<file path="src/rtl/ycbcr2rgb.sv">
// ycbcr2rgb: 4-stage full-range YCbCr 4:4:4 to RGB converter with aligned de/hsync/vsync.
// Define YCBCR2RGB_BLANK_ZERO_EN to force pixel_out to zero whenever de_out is low.
module ycbcr2rgb #(
   parameter int CHROMA_OFFSET = 127
) (
   input  logic        clk,
   input  logic        rst,
   input  logic        de_in,
   input  logic        hsync_in,
   input  logic        vsync_in,
   input  logic [23:0] pixel_in,
   output logic        de_out,
   output logic        hsync_out,
   output logic        vsync_out,
   output logic [23:0] pixel_out
);
   localparam logic signed [15:0] KR_CR = 16'sd22970;
   localparam logic signed [15:0] KG_CB = 16'sd5638;
   localparam logic signed [15:0] KG_CR = 16'sd11700;
   localparam logic signed [15:0] KB_CB = 16'sd29032;
   localparam logic signed [26:0] RND   = 27'sd8192;
   logic        [8:0]      y1, y2;
   logic signed [8:0]      cb1, cr1;
   logic signed [24:0]     p_rcr, p_gcb, p_gcr, p_bcb;
   logic signed [26:0]     r_acc, g_acc, b_acc;
   logic        [3:0][2:0] sq;
   logic        [23:0]     rgb;
   // Floor of acc/2^14 is acc[26:14]; sign bit means <0, any of [25:22] set means >255.
   function automatic logic [7:0] clamp(input logic signed [26:0] a);
      return a[26] ? 8'd0 : |a[25:22] ? 8'hFF : a[21:14];
   endfunction
   assign rgb = {clamp(r_acc), clamp(g_acc), clamp(b_acc)};
   assign {de_out, hsync_out, vsync_out} = sq[3];
   always_ff @(posedge clk or posedge rst) begin
      if (rst) begin
         y1        <= '0;
         cb1       <= '0;
         cr1       <= '0;
         y2        <= '0;
         p_rcr     <= '0;
         p_gcb     <= '0;
         p_gcr     <= '0;
         p_bcb     <= '0;
         r_acc     <= '0;
         g_acc     <= '0;
         b_acc     <= '0;
         sq        <= '0;
         pixel_out <= '0;
      end else begin
         y1        <= {1'b0, pixel_in[23:16]};
         cb1       <= 9'({1'b0, pixel_in[15:8]} - 9'(CHROMA_OFFSET));
         cr1       <= 9'({1'b0, pixel_in[7:0]} - 9'(CHROMA_OFFSET));
         y2        <= y1;
         p_rcr     <= 25'(cr1) * 25'(KR_CR);
         p_gcb     <= 25'(cb1) * 25'(KG_CB);
         p_gcr     <= 25'(cr1) * 25'(KG_CR);
         p_bcb     <= 25'(cb1) * 25'(KB_CB);
         r_acc     <= $signed({4'b0, y2, 14'b0}) + 27'(p_rcr) + RND;
         g_acc     <= $signed({4'b0, y2, 14'b0}) - 27'(p_gcb) - 27'(p_gcr) + RND;
         b_acc     <= $signed({4'b0, y2, 14'b0}) + 27'(p_bcb) + RND;
         sq        <= {sq[2:0], de_in, hsync_in, vsync_in};
`ifdef YCBCR2RGB_BLANK_ZERO_EN
         pixel_out <= sq[2][2] ? rgb : 24'h000000;
`else
         pixel_out <= rgb;
`endif
      end
   end
endmodule

</file>
<file path="config.mk">
export PLATFORM = sky130hd
export DESIGN_NAME = ycbcr2rgb
export DESIGN_NICKNAME = d
export VERILOG_FILES = /design/src/rtl/ycbcr2rgb.sv
export SDC_FILE = /design/constraint.sdc
export NUM_CORES = 1
export LEC_CHECK = 0
export ABC_AREA = 1
export BUFFER_PORTS_ARGS = -buffer_cell sky130_fd_sc_hd__buf_2
export CORE_UTILIZATION = 65
export DETAILED_ROUTE_END_ITERATION = 7
export PLACE_DENSITY = 0.8
export SYNTH_ARGS = -nofsm -noshare
export SYNTH_HDL_FRONTEND = slang
export SYNTH_SLANG_ARGS = --single-unit
</file>
<file path="constraint.sdc">
create_clock -name clk -period 13.1 [get_ports clk]
set_input_delay 2.62 -clock clk [delete_from_list [all_inputs] [get_ports clk]]
set_output_delay 2.62 -clock clk [all_outputs]
set_load 0.02 [all_outputs]
</file>
==> metrics.md, run 1 <==
| Metric | Value |
|---|---|
| Status | `complete, no violations` |
| Cts bufs inserted | `17` |
| Mux cell area share after synthesis | `0` |
| Async SR Flop Fraction | `1.000` |
| CTS tree | `built` |
| Clk sink count | `roughly 180` |
| Vias | `around 12000` |
| Max-Cap Viols | `0` |
| Yosys cell types | `42` |
| GP Congestion | `about 0.98` |
| Post-route setup TNS | `0 ns` |
| Drt wl/cell | `15.68 µm` |
| Largest cells by area after synthesis | `dfrtp_1 28%, ha_1 23%, fa_1 14%, inv_1 9.8%, nand2_1 7.0%` |
| Ant diodes | `0` |
| Actual slew at the worst max-slew pin | `0.9317 ns` |
| Die area | `~0.025 mm²` |
| Register area share after synthesis | `0.2801` |
| Clock transition at the registers of the reported paths | `roughly 0.08 ns` |
| Pin count of the biggest net entering global routing | `97` |
| First-pass GRT wire length | `56.28 mm` |
| Vias/cell | `roughly 5.3` |
| Std cell rows | `56` |
| IO Pins | `56` |
| Hold Vio Cnt, Final | `0` |
| Drt initial violations | `about 880` |
| Synth Area in Simple Gates | `0.1379` |
| Cts hold-fix bufs | `0` |
| Count of state elements after synthesis | `177` |
| R2r endpoint | `p_gcr[20]$_DFF_PP0_` |
| Top cell type's share of synthesized area | `0.2801` |
| Yosys warning count | `0` |
| EDFF count, synth | `0` |
| Vias in the first global route | `~12000` |
| Worst hold endpoint | `sq[6]$_DFF_PP0_` |
| Nets@finish | `around 2300` |
| Period utilization | `0.3735` |
| Ys flop type | `dfrtp_1` |
| WP data arrival | `around 5.3 ns` |
| Syn Std Cell Area | `0.01582 mm²` |
| Hold_sp | `sq[3]$_DFF_PP0_` |
| Area growth syn-to-layout | `8.323%` |
| Compound-cell area share of the yosys netlist | `0.06566` |
| Final setup vio count | `0` |
| Total track usage | `0.2946` |
| H-tree levels | `4` |
| Grt ovf | `0` |
| CTS-repair resized insts | `0` |
| Final Critical Period | `slightly below 5 ns` |
| # Post-CTS Setup Buffers | `0` |
| Post-synth top area cell | `dfrtp_1` |
| Clk_lat worst skew | `~0.44 ns` |
| DR pass1 iterations | `7` |
| Critical-path maximum fanout | `9` |
| Worst Path Required | `around 13 ns` |
| Post-synth net total | `~2200` |
| Detailed Route WL | `roughly 34 mm` |
| Drt drc | `0` |
| Synth top cells by count | `412 x inv_1, 295 x nand2_1, 287 x ha_1` |
| IO Port Bufs | `55` |
| Worst Setup Path Type | `reg2reg` |
| Clk buf depth | `2` |
| Crit. End Element | `register` |
| Hold path depth | `0` |
| Die width | `approximately 160 µm` |
| Synth Area in XOR/XNOR | `0.04541` |
| Share of cells above drive strength 1 | `0.07634` |
| RR Startpoint | `cr1[8]$_DFF_PP0_` |
| Final HPWL DP | `~28 mm` |
| Post-synthesis adder-cell area fraction | `0.3701` |
| RSZ-0062 raised after global routing | `no` |
| Avg Synthesized Cell Area | `8.976 µm²` |
| Root Buffer | `clkbuf_16` |
| Core ar. | `0.02368 mm²` |
| Antenna viol nets, final | `0` |
| Initial Util | `0.6678` |
| Top-count cell post-synth | `inv_1` |
| Highest clock rate | `204.4 MHz` |
| R2R Setup Slk | `roughly 8.2 ns` |
| Synth Instances | `1762` |
| Type of origin of the critical path | `register` |
| Worst slew margin | `0.3789` |
| HP Class | `reg2reg` |
| Worst r2r path cells | `15` |
| Initial antenna violation count | `0` |
| Slew Limit Fails | `0` |
| Final Skew | `between 0.01 and 0.015 ns` |
| Largest family of logic cells by synthesized area | `adder cells` |
| Die height | `158.0 µm` |
[final cells by class]
class                   count  area [µm²]
repair buffers             56       282.8
fillers                  1802        6551
multi-input cells        1160        9791
clock buffers              17       425.4
flip-flops and latches    177        4429
clock inverters            15       215.2
inverters                 422        1589
well taps                 319       399.1
[state kept, by name (all words and copies together) (netlist names)]
name	cells
cb1	9
r_acc	13
p_gcr	22
p_gcb	21
y1	8
y2	8
vsync_out	1
cr1	9
hsync_out	1
de_out	1
g_acc	13
sq	9
b_acc	13
pixel_out	24
p_rcr	12
p_bcb	13
[cell families (layout without fill, tap and decap cells)]
family | after synthesis | after routing
xor+xnor | 82 | 82
compound gates | 186 | 186
buf+inv | 425 | 510
flops | 177 | 177
simple gates | 492 | 492
fa+ha+maj | 400 | 400
[per-stage QoR]
stage	cell area [µm²]	std cells	hold slack [ns]	utilization	worst slack (ns)
after floorplan	15820	1762	0.3312	-	5.678
after global placement	16490	2134	0.3316	0.6963	8.457
after detailed placement	16490	2134	0.3371	0.6963	8.296
after CTS	17130	2166	0.3553	0.7234	8.244
after global routing	17130	2166	0.3588	0.7234	8.023
final	17130	2166	0.3522	0.7234	8.207
[worst max-delay path, cell delays in order, from the launching register on]
cell and delay, ns:
dfrtp_1 0.72, fa_1 0.62, ha_1 0.38, inv_1 0.07, fa_1 0.48, fa_1 0.52
inv_1 0.04, ha_1 0.28, ha_1 0.35, nand2_1 0.07, nand2_1 0.05, a31oi_1 0.06
o21ai_0 0.54, a21oi_1 0.21, o21ai_0 0.24, xor2_1 0.16
[placed cells by master, fill, tap and decap left out, types with 9 or more instances in the layout]
cell type	count
xnor2_1	18
fa_1	113
dfrtp_1	177
nand4_1	14
nor2_1	55
nand2_1	295
clkbuf_16	17
xor2_1	64
o21ai_0	57
a21oi_1	86
ha_1	287
inv_1	411
nor3_1	10
nand2_2	22
nor2_2	9
nand3_1	61
buf_2	55
[worst max path at each step]
stage	endpoint	from	slack, ns
finish	p_gcr[20]$_DFF_PP0_	cr1[8]$_DFF_PP0_	8.21
global route	p_gcr[20]$_DFF_PP0_	cr1[1]$_DFF_PP0_	8.02
CTS	p_gcr[20]$_DFF_PP0_	cr1[1]$_DFF_PP0_	8.24
detailed placement	p_gcr[20]$_DFF_PP0_	cr1[1]$_DFF_PP0_	8.30
global placement	p_gcr[20]$_DFF_PP0_	cr1[1]$_DFF_PP0_	8.46
floorplan	b_acc[14]$_DFF_PP0_	rst	5.68
[routing by layer]
layer	share of wire	up-vias	routed length, µm	global-route usage
met3	0.053	81	1794	0.04270
li1	-	5675	-	-
met5	0	-	0	0
met2	0.45	339	15330	0.4707
met1	0.46	5464	15490	0.3948
met4	0.039	0	1340	0.1424
Power of run 1 is not shown: default switching activity piles up to over one toggle a cycle in this logic, so the estimate is an artifact.
==> run 2: changes to the inputs <==
ABC_AREA = 0   (was 1)
CORE_UTILIZATION = 58   (was 65)
PLACE_DENSITY = 0.75   (was 0.8)
clock period = 4 ns   (was 13.1 ns; I/O delays follow)
==> run 2 against run 1 <==
The run now ends with negative setup slack left. Via count decreased by 10%. Register-to-register slack got worse by 9.0 ns. Final cell count decreased by 9.6%. Routed wire length decreased by 3.1%. Worst setup slack got worse by 9.0 ns. Clock skew increased by 0.0027 ns. Critical path depth increased by 5. Largest cell class unchanged.
==> metrics.md, run 2 <==
| Metric | Value |
|---|---|
| Yosys warning count | `0` |
| First-pass GRT wire length | `52.74 mm` |
| GP Congestion | `0.9309` |
| IO Port Bufs | `between 50 and 60` |
| Final HPWL DP | `roughly 23 mm` |
| Final worst slack | `-0.7651 ns` |
| Initial antenna violation count | `0` |
| Cts bufs inserted | `17` |
| Die area | `around 0.026 mm²` |
| Clock transition at the registers of the reported paths | `0.09 ns` |
| Area of the multi-input gates | `~0.01 mm²` |
| EDFF count, synth | `0` |
| Worst slew margin | `0.6112` |
| Worst Setup Path Type | `reg2reg` |
| Synth Instances | `between 1000 and 1500` |
| Largest cells by area after synthesis | `dfrtp_1 31%, ha_1 25%, fa_1 16%, inv_1 7.2%, xnor2_1 3.8%` |
| Avg Synthesized Cell Area | `between 10 and 15 µm²` |
| Register area share after synthesis | `0.3064` |
| Fin cells | `approximately 2000` |
| Synth top cells by count | `287 x ha_1, 279 x inv_1, 177 x dfrtp_1` |
| Antenna viol nets, final | `0` |
| Count of state elements after synthesis | `177` |
| Post-synth net total | `~1800` |
| Max-Cap Viols | `0` |
| Type of origin of the critical path | `register` |
| Leakage power | `~9.5 nW` |
| Syn Std Cell Area | `between 0.01 and 0.015 mm²` |
| Period utilization | `1.191` |
| Area growth syn-to-layout | `27.24%` |
| DR pass1 iterations | `5` |
| Final Critical Period | `approximately 4.8 ns` |
| Most common cell after layout, fill and taps aside | `inv_1` |
| Root Buffer | `clkbuf_16` |
| Reg area | `about 0.0045 mm²` |
| Status | `finished, violations left` |
| Post-DP Area | `about 0.017 mm²` |
| Clk buf depth | `2` |
| Drt initial violations | `about 610` |
| Critical-path maximum fanout | `4` |
| Peak supply drop | `roughly 0.00060 V` |
| IO Pins | `56` |
| Highest clock rate | `about 210 MHz` |
| Initial Util | `0.5927` |
| HP Class | `reg2reg` |
| Grt ovf | `0` |
| Placed cells | `around 1900` |
| Final Skew | `between 0.015 and 0.02 ns` |
| Drt drc | `0` |
| Max reg flops | `24` |
| Async SR Flop Fraction | `1.000` |
| Top flop regs | `pixel_out x24, p_gcr x22, p_gcb x21` |
| Ys flop type | `dfrtp_1` |
| Most frequent cells in the layout | `259 x inv_1, 234 x ha_1, 182 x buf_4, 160 x dfrtp_1, 105 x fa_1` |
| Ant diodes | `0` |
| Actual slew at the worst max-slew pin | `around 0.58 ns` |
| Fill cells | `roughly 1500` |
| Post-route cell area | `between 0.015 and 0.02 mm²` |
| Post-synth top area cell | `dfrtp_1` |
| Final setup vio count | `33` |
| Pre-CTS setup slack | `-0.8006 ns` |
| Die width | `about 160 µm` |
| Nets@finish | `around 2000` |
| Worst Path Required | `between 4 and 5 ns` |
| Reg with most FFs | `pixel_out` |
| Crit. End Element | `register` |
| Slew Limit Fails | `0` |
| H-tree levels | `4` |
| Std cell rows | `between 50 and 60` |
| Share of cells above drive strength 1 | `0.2930` |
| Detailed Route WL | `around 33 mm` |
| Clk_lat worst skew | `0.44 ns` |
| Vias | `10410` |
| RSZ-0062 raised after global routing | `yes` |
| Vias/cell | `about 5.3` |
| Pin count of the biggest net entering global routing | `78` |
| Yosys cell types | `60` |
| Clk sink count | `177` |
| Top-count cell post-synth | `ha_1` |
| R2R Setup Slk | `-0.77 ns` |
| Die height | `approximately 160 µm` |
| Violated checks | `negative setup slack` |
| Top cell type's share of synthesized area | `0.3064` |
| Hold Vio Cnt, Final | `0` |
| WP data arrival | `about 5 ns` |
| Core ar. | `about 0.024 mm²` |
| CTS tree | `built` |
| Drt wl/cell | `about 17 µm` |
| PD cells | `between 900 and 1000 mW/mm²` |
| Cts hold-fix bufs | `0` |
| Total track usage | `0.2625` |
| Vias in the first global route | `between 10000 and 15000` |
-- run 2: cell count changes after synthesis, moves of 11 or more --
cell     change
xnor2_1     +45
xor2_1      -35
o21a_1      +11
nand3_1     -45
nor2_1      +52
a21oi_1     -43
nand2_2     -22
o21ai_0     -23
inv_1      -133
nand2_1    -270
-- run 2: cells by family after synthesis --
kind of cell | count (synthesis) | share of synthesized area
XOR/XNOR | 92 | 0.05574
adder cells (fa/ha/maj) | 400 | 0.4049
flip-flops | 177 | 0.3064
multiplexers | 5 | 0.003722
AO/OA/AOI/OAI | 169 | 0.07971
AND/OR/NAND/NOR | 225 | 0.07521
buffers and inverters | 286 | 0.07435
-- run 2: worst max-delay path: stages (launching register included) --
cell and delay [ns]:
dfrtp_2 0.46, ha_4 0.30, inv_2 0.04, fa_1 0.49
inv_2 0.05, fa_1 0.50, inv_1 0.05, fa_1 0.50
inv_2 0.05, ha_4 0.21, fa_2 0.34, a21o_1 0.20
a21oi_2 0.17, o21bai_1 0.11, a21oi_2 0.21, o21bai_2 0.13
a211oi_2 0.25, o21ai_1 0.12, a31o_2 0.27, a21oi_2 0.13
xnor2_1 0.12
-- run 2: where the power goes --
group	internal, mW	total [mW]	leakage (nW)	switching [mW]
Sequential	2.54	2.78	2.05	0.238
Clock	0.856	1.72	0.297	0.864
Combinational	6.23	12.8	7.13	6.60
-- run 2: final cells by class --
| type | count | area share |
|---|---|---|
| multi-input cells | 891 | 0.5441 |
| flip-flops and latches | 177 | 0.2420 |
| repair buffers | 256 | 0.1018 |
| inverters | 279 | 0.05741 |
| clock buffers | 17 | 0.02313 |
| well taps | 324 | 0.02204 |
| clock inverters | 15 | 0.009523 |
-- run 2: path summary, 6_finish.rpt --
check / startpoint / endpoint / depth (start not counted)
worst max-delay path: cr1[1]$_DFF_PP0_ / p_gcr[22]$_DFF_PP0_ / 20
max in group asynchronous: rst / b_acc[15]$_DFF_PP0_ / 3
worst min-delay path: sq[5]$_DFF_PP0_ / sq[8]$_DFF_PP0_ / 0
min in group asynchronous: rst / pixel_out[18]$_DFF_PP0_ / 2
worst min register to register: sq[5]$_DFF_PP0_ / sq[8]$_DFF_PP0_ / 0
worst max register to register: cr1[1]$_DFF_PP0_ / p_gcr[22]$_DFF_PP0_ / 20
-- run 2: what timing repair did --
| item | in CTS | in global routing |
|---|---|---|
| setup buffers | 28 | 16 |
| resized for setup | 110 | 66 |
| pin swaps | 70 | 57 |
| endpoints found under the setup margin | 34 | 41 |
-- run 2: routing by layer --
metal,GRT usage,vias to the layer above,part of all wire
met1,0.3259,5109,0.42
met2,0.4625,280,0.50
met4,0.09610,0,0.032
li1,-,4934,-
met5,0,-,0
met3,0.04156,82,0.045
-- run 2: metrics by stage --
stage	util	TNS, ns	total power [mW]	hold slack (ns)
floorplan	-	-4.595	10.11	0.3312
global placement	0.6829	-9.666	12.79	0.3312
detailed placement	0.6829	-12.13	13.14	0.3356
CTS	0.7376	-9.639	16.26	0.3525
global route	0.7541	-17.42	18.73	0.3559
finish	0.7541	-12.64	17.33	0.3500
(Power assumes the default switching activity.)
==> run 3: changes to the inputs <==
CORE_UTILIZATION = 55   (was 58)
PLACE_DENSITY = 0.72   (was 0.75)
==> run 3 against run 2 <==
The run still ends with negative setup slack left. Largest power group unchanged. Sequential cell count unchanged. Final cell count increased by 0.26%. Routed wire length decreased by 4.9%. Combinational power about the same. Register-to-register slack about the same. Power decreased by 1.6%. Design area increased by 0.39%. Worst setup slack improved by 0.013 ns. Worst hold slack got worse by 0.0013 ns.
==> metrics.md, run 3 (synthesized netlist as in run 2, its figures left out) <==
| Metric | Value |
|---|---|
| Vias in the first global route | `10850` |
| Drt drc | `0` |
| H-tree levels | `4` |
| RSZ-0062 raised after global routing | `yes` |
| R2R Setup Slk | `-0.75 ns` |
| Vias | `a little over 10000` |
| Hold Vio Cnt, Final | `0` |
| Worst Path Required | `approximately 4.4 ns` |
| Area growth syn-to-layout | `27.73%` |
| P_sw | `roughly 7.4 mW` |
| HP Class | `reg2reg` |
| Hold slack | `between 0.3 and 0.4 ns` |
| Type of origin of the critical path | `register` |
| Final worst slack | `-0.7524 ns` |
| Clock power share | `0.100` |
| Highest clock rate | `~210 MHz` |
| Worst r2r path cells | `15` |
| R2r endpoint | `p_rcr[22]$_DFF_PP0_` |
| IO Port Bufs | `55` |
| Post-route cell area | `around 0.018 mm²` |
| Cts bufs inserted | `17` |
| Fill cells | `1692` |
| PD cells | `923.8 mW/mm²` |
| Share of cells above drive strength 1 | `0.2974` |
| Worst slew margin | `0.2893` |
| Nets@finish | `2050` |
| Pre-CTS setup slack | `-0.9212 ns` |
| Crit. End Element | `register` |
| Final Skew | `0.01429 ns` |
| Leakage power | `9.439 nW` |
| Antenna viol nets, final | `0` |
| GP Congestion | `approximately 0.9` |
| Drt initial violations | `454` |
| DR pass1 iterations | `5` |
| Final setup vio count | `35` |
| Fin cells | `between 1500 and 2000` |
| Die area | `0.02694 mm²` |
| Most common cell after layout, fill and taps aside | `inv_1` |
| Placed cells | `about 1900` |
| Vias/cell | `5.212` |
| Reg with most FFs | `pixel_out` |
| Peak supply drop | `roughly 0.00079 V` |
| Worst hold endpoint | `vsync_out$_DFF_PP0_` |
| First-pass GRT wire length | `51.56 mm` |
| Drt wl/cell | `approximately 16 µm` |
| Top flop regs | `pixel_out x24, p_gcr x22, p_gcb x21` |
| Final HPWL DP | `approximately 23 mm` |
| Comb pwr share | `0.738` |
| Hold path depth | `0` |
| Internal | `9.620 mW` |
| Initial Util | `0.5675` |
| Hold_sp | `sq[6]$_DFF_PP0_` |
| Sw Ratio | `0.4361` |
| CTS tree | `built` |
| Finished Core Util | `0.7249` |
| Most frequent cells in the layout | `252 x inv_1, 234 x ha_1, 176 x buf_4, 161 x dfrtp_1, 103 x fa_1` |
| Final Critical Period | `between 4 and 5 ns` |
| Cts hold-fix bufs | `0` |
| RR Startpoint | `cr1[5]$_DFF_PP0_` |
| Sequential Power Share | `0.162` |
| Grt ovf | `0` |
| Max-Cap Viols | `0` |
| Std cell rows | `58` |
| Die height | `around 160 µm` |
| IO Pins | `56` |
| Slew Limit Fails | `0` |
| Total Power | `approximately 17 mW` |
| Worst Setup Path Type | `reg2reg` |
| Clk buf depth | `2` |
| Ant diodes | `0` |
| Status | `finished, violations left` |
| Period utilization | `1.188` |
| Clk sink count | `between 150 and 200` |
| Initial antenna violation count | `0` |
| Post-route setup TNS | `-11.84 ns` |
| Max reg flops | `24` |
| Violated checks | `negative setup slack` |
| Clk_lat worst skew | `around 0.44 ns` |
| Pin count of the biggest net entering global routing | `75` |
| Core ar. | `about 0.025 mm²` |
| Critical-path maximum fanout | `4` |
| Clock transition at the registers of the reported paths | `approximately 0.08 ns` |
| Actual slew at the worst max-slew pin | `between 1 and 1.5 ns` |
| Root Buffer | `clkbuf_16` |
| Die width | `164.1 µm` |
| Detailed Route WL | `31.28 mm` |
| Post-DP Area | `between 0.015 and 0.02 mm²` |
| WP data arrival | `just over 5 ns` |
| Total track usage | `0.2475` |
[run 3: cell types whose count changed in the layout (fill, tap and decap cells not counted), sizes merged]
| cell | previous run | this run |
|---|---|---|
| bufinv | 0 | 1 |
| inv | 289 | 285 |
| clkinvlp | 1 | 4 |
| buf | 256 | 255 |
[run 3: how the worst max path moves through the flow]
stage                           startpoint  cells after the start  slack, ns                  end
after floorplan           cr1[4]$_DFF_PP0_                     14      -0.52  p_rcr[22]$_DFF_PP0_
after global placement    cr1[4]$_DFF_PP0_                     15      -0.74  p_rcr[22]$_DFF_PP0_
after detailed placement  cr1[3]$_DFF_PP0_                     17      -0.92  p_rcr[23]$_DFF_PP0_
after CTS                 cr1[2]$_DFF_PP0_                     20      -0.74  p_gcr[22]$_DFF_PP0_
after global routing      cr1[2]$_DFF_PP0_                     20      -0.96  p_gcr[22]$_DFF_PP0_
final                     cr1[5]$_DFF_PP0_                     15      -0.75  p_rcr[22]$_DFF_PP0_
[run 3: power by group through the flow]
stage,sequential (mW),clock (mW),combinational (mW)
after floorplan,2.88,0,7.23
after global placement,2.78,0,10.2
after detailed placement,2.80,0,10.6
after CTS,2.77,1.74,11.7
after global routing,2.83,1.81,14.0
final,2.77,1.70,12.6
[run 3: timing repair]
item                                    4_1_cts  5_1_grt
cloned                                        0        0
gates resized for setup                     112       76
buffers inserted                             26       21
endpoints found under the setup margin       34       41
hold endpoints to repair                      0        0
pin swaps                                    82       58
[run 3: per-layer routing]
metal | part of all wire | up-vias | global-route usage
met3 | 0.036 | 62 | 0.03864
met1 | 0.44 | 5038 | 0.3106
met2 | 0.50 | 203 | 0.4300
li1 | - | 4934 | -
met5 | 0 | - | 0
met4 | 0.029 | 0 | 0.08880
[run 3: worst max-delay path, stage by stage (launching register included)]
cell,delay [ns]
dfrtp_2,0.47
fa_2,0.41
fa_1,0.52
fa_1,0.42
fa_1,0.51
fa_2,0.46
ha_4,0.17
a21o_1,0.18
a31oi_4,0.19
o21ai_2,0.11
o311a_1,0.34
o211ai_1,0.25
a21boi_2,0.11
o21ai_2,0.22
nor2b_2,0.18
xnor2_1,0.11
[run 3: final cells by class]
cell class | instances | area, µm² | area share
multi-input cells | 891 | 10030 | 0.5432
flip-flops and latches | 177 | 4449 | 0.2410
repair buffers | 255 | 1914 | 0.1037
inverters | 279 | 1061 | 0.05746
clock buffers | 17 | 425.4 | 0.02304
well taps | 330 | 412.9 | 0.02236
clock inverters | 15 | 171.4 | 0.009283
